### config.mk
export PLATFORM = sky130hd
export DESIGN_NAME = adsr_envelope
export DESIGN_NICKNAME = d
export VERILOG_FILES = /design/src/rtl/adsr_envelope.sv
export SDC_FILE = /design/constraint.sdc
export NUM_CORES = 1
export LEC_CHECK = 0
export ABC_CLOCK_PERIOD_IN_PS = 5250
export CORE_MARGIN = 1.5
export CORE_UTILIZATION = 55
export DETAILED_ROUTE_END_ITERATION = 8
export PLACE_DENSITY = 0.85
export SLEW_MARGIN = 15
export SYNTH_ARGS = -nofsm -noshare
export SYNTH_HDL_FRONTEND = slang
export SYNTH_SLANG_ARGS = --single-unit
### constraint.sdc
create_clock -name Clk -period 5.25 [get_ports Clk]
set_input_delay 0.7875 -clock Clk [delete_from_list [all_inputs] [get_ports Clk]]
set_output_delay 0.7875 -clock Clk [all_outputs]
set_load 0.02 [all_outputs]
### src/rtl/adsr_envelope.sv
// ADSR amplitude envelope for one voice: trigger/gate driven state machine whose
// level steps once per sample_tick toward full scale, the sustain target, or zero.
module adsr_envelope #(
    parameter int ENV_W  = 16,
    parameter int RATE_W = 16
) (
    input  logic              Clk,
    input  logic              Reset,
    input  logic              trigger,
    input  logic              gate,
    input  logic              sample_tick,
    input  logic [RATE_W-1:0] attack_rate,
    input  logic [RATE_W-1:0] decay_rate,
    input  logic [ENV_W-1:0]  sustain_level,
    input  logic [RATE_W-1:0] release_rate,
    output logic [ENV_W-1:0]  env_level,
    output logic              env_active,
    output logic              env_done,
    output logic [2:0]        env_state
);

    localparam logic [ENV_W-1:0] ENV_MAX = '1;
    localparam int PAD = ENV_W + 1 - RATE_W;

    typedef enum logic [2:0] {
        IDLE    = 3'd0,
        ATTACK  = 3'd1,
        DECAY   = 3'd2,
        SUSTAIN = 3'd3,
        RELEASE = 3'd4
    } state_t;

    state_t            state, state_nxt;
    logic [ENV_W-1:0]  level_nxt;
    logic              done_nxt;

    // All arithmetic carries one extra bit so overflow/underflow is visible.
    logic [ENV_W:0]        att_ext, dec_ext, rel_ext;
    logic [ENV_W:0]        att_sum;
    logic signed [ENV_W:0] dec_diff, rel_diff;

    assign att_ext  = {{PAD{1'b0}}, attack_rate};
    assign dec_ext  = {{PAD{1'b0}}, decay_rate};
    assign rel_ext  = {{PAD{1'b0}}, release_rate};
    assign att_sum  = {1'b0, env_level} + att_ext;
    assign dec_diff = $signed({1'b0, env_level}) - $signed(dec_ext);
    assign rel_diff = $signed({1'b0, env_level}) - $signed(rel_ext);

    always_comb begin
        state_nxt = state;
        level_nxt = env_level;
        done_nxt  = 1'b0;
        if (trigger) begin
            // Level deliberately kept so a retrigger ramps up from where it is.
            state_nxt = ATTACK;
        end else if (!gate && (state == ATTACK || state == DECAY || state == SUSTAIN)) begin
            state_nxt = RELEASE;
        end else begin
            case (state)
                IDLE: level_nxt = '0;
                ATTACK: if (sample_tick) begin
                    if (att_sum >= {1'b0, ENV_MAX} || attack_rate == '0) begin
                        level_nxt = ENV_MAX;
                        state_nxt = DECAY;
                    end else begin
                        level_nxt = att_sum[ENV_W-1:0];
                    end
                end
                DECAY: if (sample_tick) begin
                    if (dec_diff <= $signed({1'b0, sustain_level}) || decay_rate == '0) begin
                        level_nxt = sustain_level;
                        state_nxt = SUSTAIN;
                    end else begin
                        level_nxt = dec_diff[ENV_W-1:0];
                    end
                end
                SUSTAIN: if (sample_tick) level_nxt = sustain_level;
                RELEASE: if (sample_tick) begin
                    if (rel_diff[ENV_W] || rel_diff == '0 || release_rate == '0) begin
                        level_nxt = '0;
                        state_nxt = IDLE;
                        done_nxt  = 1'b1;
                    end else begin
                        level_nxt = rel_diff[ENV_W-1:0];
                    end
                end
                default: begin
                    level_nxt = '0;
                    state_nxt = IDLE;
                end
            endcase
        end
    end

    always_ff @(posedge Clk or posedge Reset) begin
        if (Reset) begin
            state     <= IDLE;
            env_level <= '0;
            env_done  <= 1'b0;
        end else begin
            state     <= state_nxt;
            env_level <= level_nxt;
            env_done  <= done_nxt;
        end
    end

    assign env_state  = state;
    assign env_active = (state != IDLE);

endmodule

# Yosys cells after proc, flatten, opt, wreduce, memory -nomap -nowiden
# Index checks and enable logic that the tools add are counted.
# word_totals
mem_count,0
latch_bits,0
mem_bits_rw,0
in_bits,69
wordCells,64
romBits,0
ff_bits,20
output_inout_bits,21
# classes
n_reduce_logical,17
multipliers,0
n_eq_ne,15
bitwise_logic,2
muxes,22
shift,0
n_addsub,3
n_div,0
order_cmp,2
# ops
op,count
$mux 16,7
$pmux 16 s4,1
$logic_not 16->1,3
$sub 16x16->17,2
$mux 3,8
$add 16x16->17,1
$ge 17x16->1 const B,1
$le 17x17->1,1
$logic_not 17->1,1
$pmux 3 s4,1
$ne 2x2->1 const B,4
$ne 4x2->1 const B,2
$ne 4x3->1 const B,2
$ne 4x4->1 const B,2
$reduce_and 7->1,1
$eq 3x2->1 const B,2
$logic_or 1x1->1,6
$reduce_and 6->1,1
$mux 1,5
$eq 3x1->1 const B,1
$eq 3x3->1 const B,1
$logic_not 3->1,1
$ne 3x1->1 const B,1
$reduce_bool 3->1,1
other kinds (4),5

# Longest topological paths before layout
# Gate-level depths: netlist (run 1).
# logic_depth
ltp_word,9
ltp_mapped,23
ltp_nobuf,20

# Least setup slack after synthesis (run 1)
# OpenSTA, ideal clock, no wires.
# synth_path
path_kind,input-to-reg
startpoint,in decay_rate[0]
endpoint,reg env_level[10]
setup_slack_ps,693
t_required_ps,5112
n_path_buf,1
path_stages,18
setup_ps,138
t_arrival_ps,4419
cell_sequence,ha_1 -> fa_1 -> nor2b_1 -> o2111ai_1 -> nand3_1 -> nand2_1 -> o311ai_0 -> a21oi_1 -> xnor2_1 -> ha_1 -> a2111oi_0 -> o2111ai_1 -> and3_1 -> o41a_1 -> clkbuf_1 -> mux2_2 -> a222oi_1 -> o21ai_0
# synth_between
elab_chain_cells,6
elab_cells_between_ends,7
classes_between,add/sub (1); order compare (1); mux (3); reduce/logical (2)
# synth_lines
element,line,rtl
from (decl),13,"input logic [RATE_W-1:0] decay_rate,"
$sub 16x16->17,46,"assign dec_diff = $signed({1'b0, env_level}) - $signed(dec_ext);"
$le 17x17->1,70,"if (dec_diff <= $signed({1'b0, sustain_level}) || decay_rate == '0) begin"
$logic_or 1x1->1,70,
$mux 16 (*),70,
$mux 16 (*),69,DECAY: if (sample_tick) begin
$pmux 16 s4 (*),59,case (state)
to (signal assigned),102,env_level <= level_nxt;
to (decl),16,"output logic [ENV_W-1:0] env_level,"
# Every way passes the cells marked *; elsewhere a longest branch is shown, timed or not. The select of a mux whose other input is x is not followed.
# A chain may end at the register's enable or synchronous reset.

# Worst setup path in the final report (run 1)
# layout_path
startpoint,in decay_rate[0]
endpoint,reg env_level[2]
# Same word-level chain as after synthesis.

==> results of run 1 <==
==> report_power, final <==
part	total (µW)	internal (µW)	switching [µW]
Combinational	2300	963	1340
Clock	122	66.9	54.7
Sequential	345	204	140
Total	2760	1230	1530
==> sequential cells by signal, summed over array words and instances, names as in the netlist <==
register,flops
env_state,3
env_level,16
env_done,1
==> metrics by stage <==
stage	hold WS (ns)	instances	instance area [µm²]	worst slack (ns)	setup TNS, ns
floorplan	0.660	658	4760	0.693	0
global placement	0.661	837	5750	-0.0761	-0.195
detailed placement	0.690	837	5750	-0.333	-2.46
CTS	0.720	841	5810	0.0457	0
global route	0.735	841	5840	-0.0275	-0.0402
finish	0.721	841	5840	0.214	0
==> cell families after synthesis <==
logic type | share of synthesized area (%)
adder cells (fa/ha/maj) | 18.1
multiplexers | 2.58
buffers and inverters | 7.68
flip-flops | 10.5
AND/OR/NAND/NOR | 22.2
AO/OA/AOI/OAI | 33.7
XOR/XNOR | 5.16
==> worst max-delay path, cell delays in order <==
cell and delay, ns:
clkdlybuf4s50_1 0.42, ha_1 0.24, fa_2 0.38, nor2b_2 0.16
o2111ai_1 0.14, nand3_1 0.13, nand2_1 0.10, o311ai_2 0.33
buf_4 0.17, a21oi_1 0.07, xnor2_1 0.21, ha_1 0.31
a2111oi_2 0.32, o2111ai_1 0.17, and3_1 0.22, o41a_1 0.19
buf_12 0.19, mux2i_1 0.15, nor2_1 0.05, or4_1 0.41
==> final cells by class <==
type / instances / area, µm² / share of cell area [%]
Clock buffer: 4 / 55.1 / 0.943
Sequential cell: 20 / 500 / 8.57
Inverter: 70 / 263 / 4.50
Multi-Input combinational cell: 545 / 3920 / 67.2
Timing Repair Buffer: 97 / 966 / 16.5
Tap cell: 105 / 131 / 2.25
==> cell usage in the layout, fill, tap and decap left out, types with 12 or more instances in the layout <==
cell	Yosys	layout
o211ai_1	13	13
nand2_1	47	47
a21o_1	21	21
ha_1	64	64
a21oi_1	51	51
clkdlybuf4s50_1	0	88
o21a_1	13	13
o21ai_0	37	36
nand3_1	17	17
nor2_1	49	48
dfrtp_1	20	20
inv_1	70	70
xnor2_1	20	20
nor4_1	16	16
nor3_1	13	12
nand4_1	12	12
==> worst max path at each step <==
| stage | startpoint | end | depth (start not counted) |
|---|---|---|---|
| after detailed placement | decay_rate[0] | env_level[2]$_DFFE_PP0P_ | 20 |
| after CTS | decay_rate[0] | env_level[2]$_DFFE_PP0P_ | 20 |
| final | decay_rate[0] | env_level[2]$_DFFE_PP0P_ | 20 |
| after floorplan | decay_rate[0] | env_level[10]$_DFFE_PP0P_ | 18 |
| after global placement | decay_rate[0] | env_level[2]$_DFFE_PP0P_ | 20 |
| after global routing | decay_rate[0] | env_level[6]$_DFFE_PP0P_ | 20 |
==> repair_timing <==
item / 4_1_cts / 5_1_grt
endpoints found under the setup margin: 3 / 12
gates resized for setup: 1 / 8
hold buffers: 0 / 0
pin swaps: 0 / 3
==> metal layers <==
| metal | up-vias | GRT usage [%] | share of wire (%) |
|---|---|---|---|
| li1 | 2630 | - | - |
| met1 | 2644 | 50.8 | 43 |
| met2 | 313 | 58.1 | 44 |
| met3 | 55 | 6.24 | 9.6 |
| met4 | 0 | 8.58 | 3.0 |
| met5 | - | 0 | 0 |
==> results.cfg, run 1 <==
[floorplanning]
core_area_mm2 = 0.00830
dieArea_mm2 = 0.00922
fp.dieW_um = 96
die_h_um = 96
core.rowCount = 33
io_pins = 90
start_util_pct = 57.3

[power_and_ir_drop]
vdd_drop_max_mv = 0.354
power.density_mw_per_mm2 = 474
power.leakage_uw = 0.00270
finalPower_uw = 2760

[drt]
drc = 0
postRouteAntennaNets = 0
drt_iter0_drc = 464
wl_per_cell_um = 19.8
num_vias = 5642
routed_via_density = 6.71
wl_um = 16700
dr.pass1.iters = 5

[sta]
worstMarginPinSlew_ns = 0.949
max-slew-margin-rel_pct = 36.4
fin_crit_ns = 5.04
fmax_ghz = 0.199
fin_skew_ns = 0.00450
setup_viol = 0
slew_viol_final = 0
fin_crit_sh_pct = 95.9
hold_viol_final = 0

[clock_tree]
cts_tree = built
clkTransAtPathRegs_ns = 0.08
cts.sinks = 20
h-tree-depth = 1
root_buffer = clkbuf_8
cts_buffer_depth = 2
cts_setup_buffers = 0
clock_latency_ns = 0.26
cts-buffers-inserted = 3

[synth]
yosysTopAreaCellShare_pct = 16.8
ys.flop_type = dfrtp_1
yosysTopAreaCell = ha_1
async_flop_share_pct = 100
synth_nets = 794
avgSynthCellArea_um2 = 7.23
synth_seq_cells = 20
syn-cell-area_mm2 = 0.00476
synth_edf_count = 0
synthTopCellsByCount = 70 x inv_1, 64 x ha_1, 51 x a21oi_1
yosys.cell_count.top_type = inv_1
seq_area_frac_synth_pct = 10.5
yosys_warnings = 0
synthTopCellsByArea = ha_1 17%, dfrtp_1 11%, inv_1 5.5%
ys_types = 76
synthCells = 658

[min_path]
holdPathStages = 2
holdPathEnd = env_state[1]$_DFFE_PP0P_
hp-start = env_state[1]$_DFFE_PP0P_
hp-class = flop to flop

[global_route]
grt_pass1_vias = 5019
grt_pass1_wl_um = 25600
grt_usage_pct = 36.4
grt-ovfl-total = 0
grt_max_degree = 21
antenna_found_initial = 0

[place]
port_buffers = 89
place_congestion = 1.07
dp_hpwl_um = 13700

[critical_path]
end_kind = flop
reg2reg_from = env_level[0]$_DFFE_PP0P_
r2r_end = env_level[2]$_DFFE_PP0P_
worst-setup-path-type = input pin to flop
reg2regPathDepth = 20
regToRegSetupSlack_ns = 0.52
crit_arrival_ns = 5.17
worstPathMaxFanout = 11
cp-start-kind = input pin
critical_path_required_ns = 5.38

[run_status]
status = finished clean

[finish]
utilization_pct = 70.3
syn2layout_area_growth_pct = 22.7
drive_gt1_share_pct = 5.03
final_net_count = 873
n_antenna_cell = 0
n_fill_cell = 686

[run]
maxCapViolations = 0
(Power assumes the default switching activity.)
==> run 2, diff against run 1 <==
--- a/config.mk
+++ b/config.mk
@@ -6,8 +6,10 @@
 export NUM_CORES = 1
 export LEC_CHECK = 0
 export ABC_CLOCK_PERIOD_IN_PS = 5250
+export CAP_MARGIN = 20
 export CORE_MARGIN = 1.5
 export CORE_UTILIZATION = 55
+export CTS_CLUSTER_DIAMETER = 40
 export DETAILED_ROUTE_END_ITERATION = 8
 export PLACE_DENSITY = 0.85
 export SLEW_MARGIN = 15
==> results of run 2 <==
The final DEF is identical to that of run 1; final timing and power are the same.
==> run 3, diff against run 2 <==
--- a/config.mk
+++ b/config.mk
@@ -12,6 +12,7 @@
 export CTS_CLUSTER_DIAMETER = 40
 export DETAILED_ROUTE_END_ITERATION = 8
 export PLACE_DENSITY = 0.85
+export SETUP_SLACK_MARGIN = 0.02
 export SLEW_MARGIN = 15
 export SYNTH_ARGS = -nofsm -noshare
 export SYNTH_HDL_FRONTEND = slang
==> results of run 3 <==
The final DEF is identical to that of run 1; final timing and power are the same.
==> patch (config.mk and constraints of run 2) <==
The parameter `ENV_W` goes from 16 to 20.
--- a/src/rtl/adsr_envelope.sv
+++ b/src/rtl/adsr_envelope.sv
@@ -1,7 +1,7 @@
 // ADSR amplitude envelope for one voice: trigger/gate driven state machine whose
 // level steps once per sample_tick toward full scale, the sustain target, or zero.
 module adsr_envelope #(
-    parameter int ENV_W  = 16,
+    parameter int ENV_W  = 20,
     parameter int RATE_W = 16
 ) (
     input  logic              Clk,
Ports: changed (resized env_level and sustain_level); port bits go from 90 to 98. No check against the original RTL was run, so the function may have changed too.
==> patch against run 2 <==
- via count rose by 29%
- the flow now finishes with violations (negative setup slack)
- worst setup slack got worse by 0.47 ns
- design area rose by 29%
- total power rose by 49%
- sequential cell count rose by 4
- wire length rose by 52%
- critical endpoint is now env_level[5]
- synthesized area rose by 13%
- register-to-register slack got worse by 0.66 ns
- core utilization rose by 11 points
- largest cell class unchanged
==> patch: results (changes against run 2) <==
----------------------------------------------------
[Status]
  Violated checks ... negative setup slack
  Result of the run ... finished with violations (was finished, final reports clean)

[Logic synthesis]
  Parity-gate share of the synthesized area counting xor and xnor cells ... 7.84% (was 5.16%)
  Share of the yosys chip area belonging to registers ... 11.2% (was 10.5%)
  Number of instances in the synthesized netlist ... 741 (was 658)
  Mux share of post-synthesis cell area ... 2.38% (was 2.58%)
  Number of nets in the synthesized netlist ... 885 (was 794)

[Worst setup path]
  Reg-to-reg critical path startpoint ... env_level[5] (was env_level[0])
  Worst Path Max Fanout ... 7 (was 11)
  Number of cells on the worst reg-to-reg path ... 22 (was 20)
  Data arrival, critical path ... 5.65 ns (was 5.17 ns)
  Critical Path Source ... decay_rate[1] (was decay_rate[0])
  Delay of the slowest critical-path stage ... 0.55 ns (was 0.42 ns)

[Route]
  Wirelength per Cell ... 24.7 µm (was 19.8 µm)
  Detailed-route wire length ... 25,400 µm (was 16,700 µm)
  Initial detailed-routing violation count ... 1,102 (was 464)
  M1 WL ... 8460 µm (was 7250 µm)
  TritonRoute pass-1 iters ... 7 (was 5)

[Timing]
  Setup-failing EPs final ... 20 (was 0)
  Worst hold slack ... 0.667 ns (was 0.721 ns)
  Post-route clock skew ... 0.00854 ns (was 0.00450 ns)
  Setup TNS after final layout ... -2.96 ns (was 0 ns)
  PnR worst setup slack ... -0.259 ns (was 0.214 ns)

[Global route]
  Met1 Resource Use GR ... 47.8% (was 50.8%)
  Wire length of the first global-routing pass ... 33,600 µm (was 25,600 µm)
  Vias in the first global route ... 6,686 (was 5,019)
  GRT Overall Usage ... 41.9% (was 36.4%)

[Worst hold path]
  Hold Crit Endpoint ... env_level[0] (was env_state[1])

[Power]
  Psw ... 2.20 mW (was 1.53 mW)
  Peak supply drop ... 0.239 mV (was 0.354 mV)
  Clock distribution power ... 134 µW (was 122 µW)
  Power drawn by the sequential cells ... 410 µW (was 345 µW)
  Portion of total power attributed to the clock network ... 3.2% (was 4.4%)

[Placement]
  Gpl congestion ... 1.05 (was 1.07)
  Placed cells ... 994 (was 837)

[Layout]
  Number of flip-flops under the largest register name ... 20 (was 16)
  Fill cell count ... 600 (was 686)
  Area Overhead vs Synth ... 40.7% (was 22.7%)

----------------------------------------------------
## patch: changes by cell type in the layout (fill, tap and decap cells not counted), sizes merged, moves of 6 or more
cell / run 2 / this run
o21ai: 40 / 46
a21oi: 52 / 64
xor2: 8 / 21
and3: 8 / 14
a21o: 22 / 16
buf: 8 / 88
a221o: 1 / 7
a222oi: 2 / 9
nor2: 49 / 41
dlymetal6s2s: 1 / 8
nand2: 47 / 63
xnor2: 20 / 27
## patch: repair_timing
item,4_1_cts,5_1_grt
gates resized for setup,40,59
setup buffers,17,12
gates cloned,0,0
pin swaps,23,41
endpoints found under the setup margin,21,21
hold buffers,0,0
## patch: final cells by class
| cell class | count | share of cell area, % |
|---|---|---|
| multi-input cells | 618 | 63.5 |
| repair buffers | 185 | 22.3 |
| flip-flops and latches | 24 | 7.96 |
| inverters | 68 | 3.38 |
| well taps | 129 | 2.14 |
| clock buffers | 4 | 0.729 |
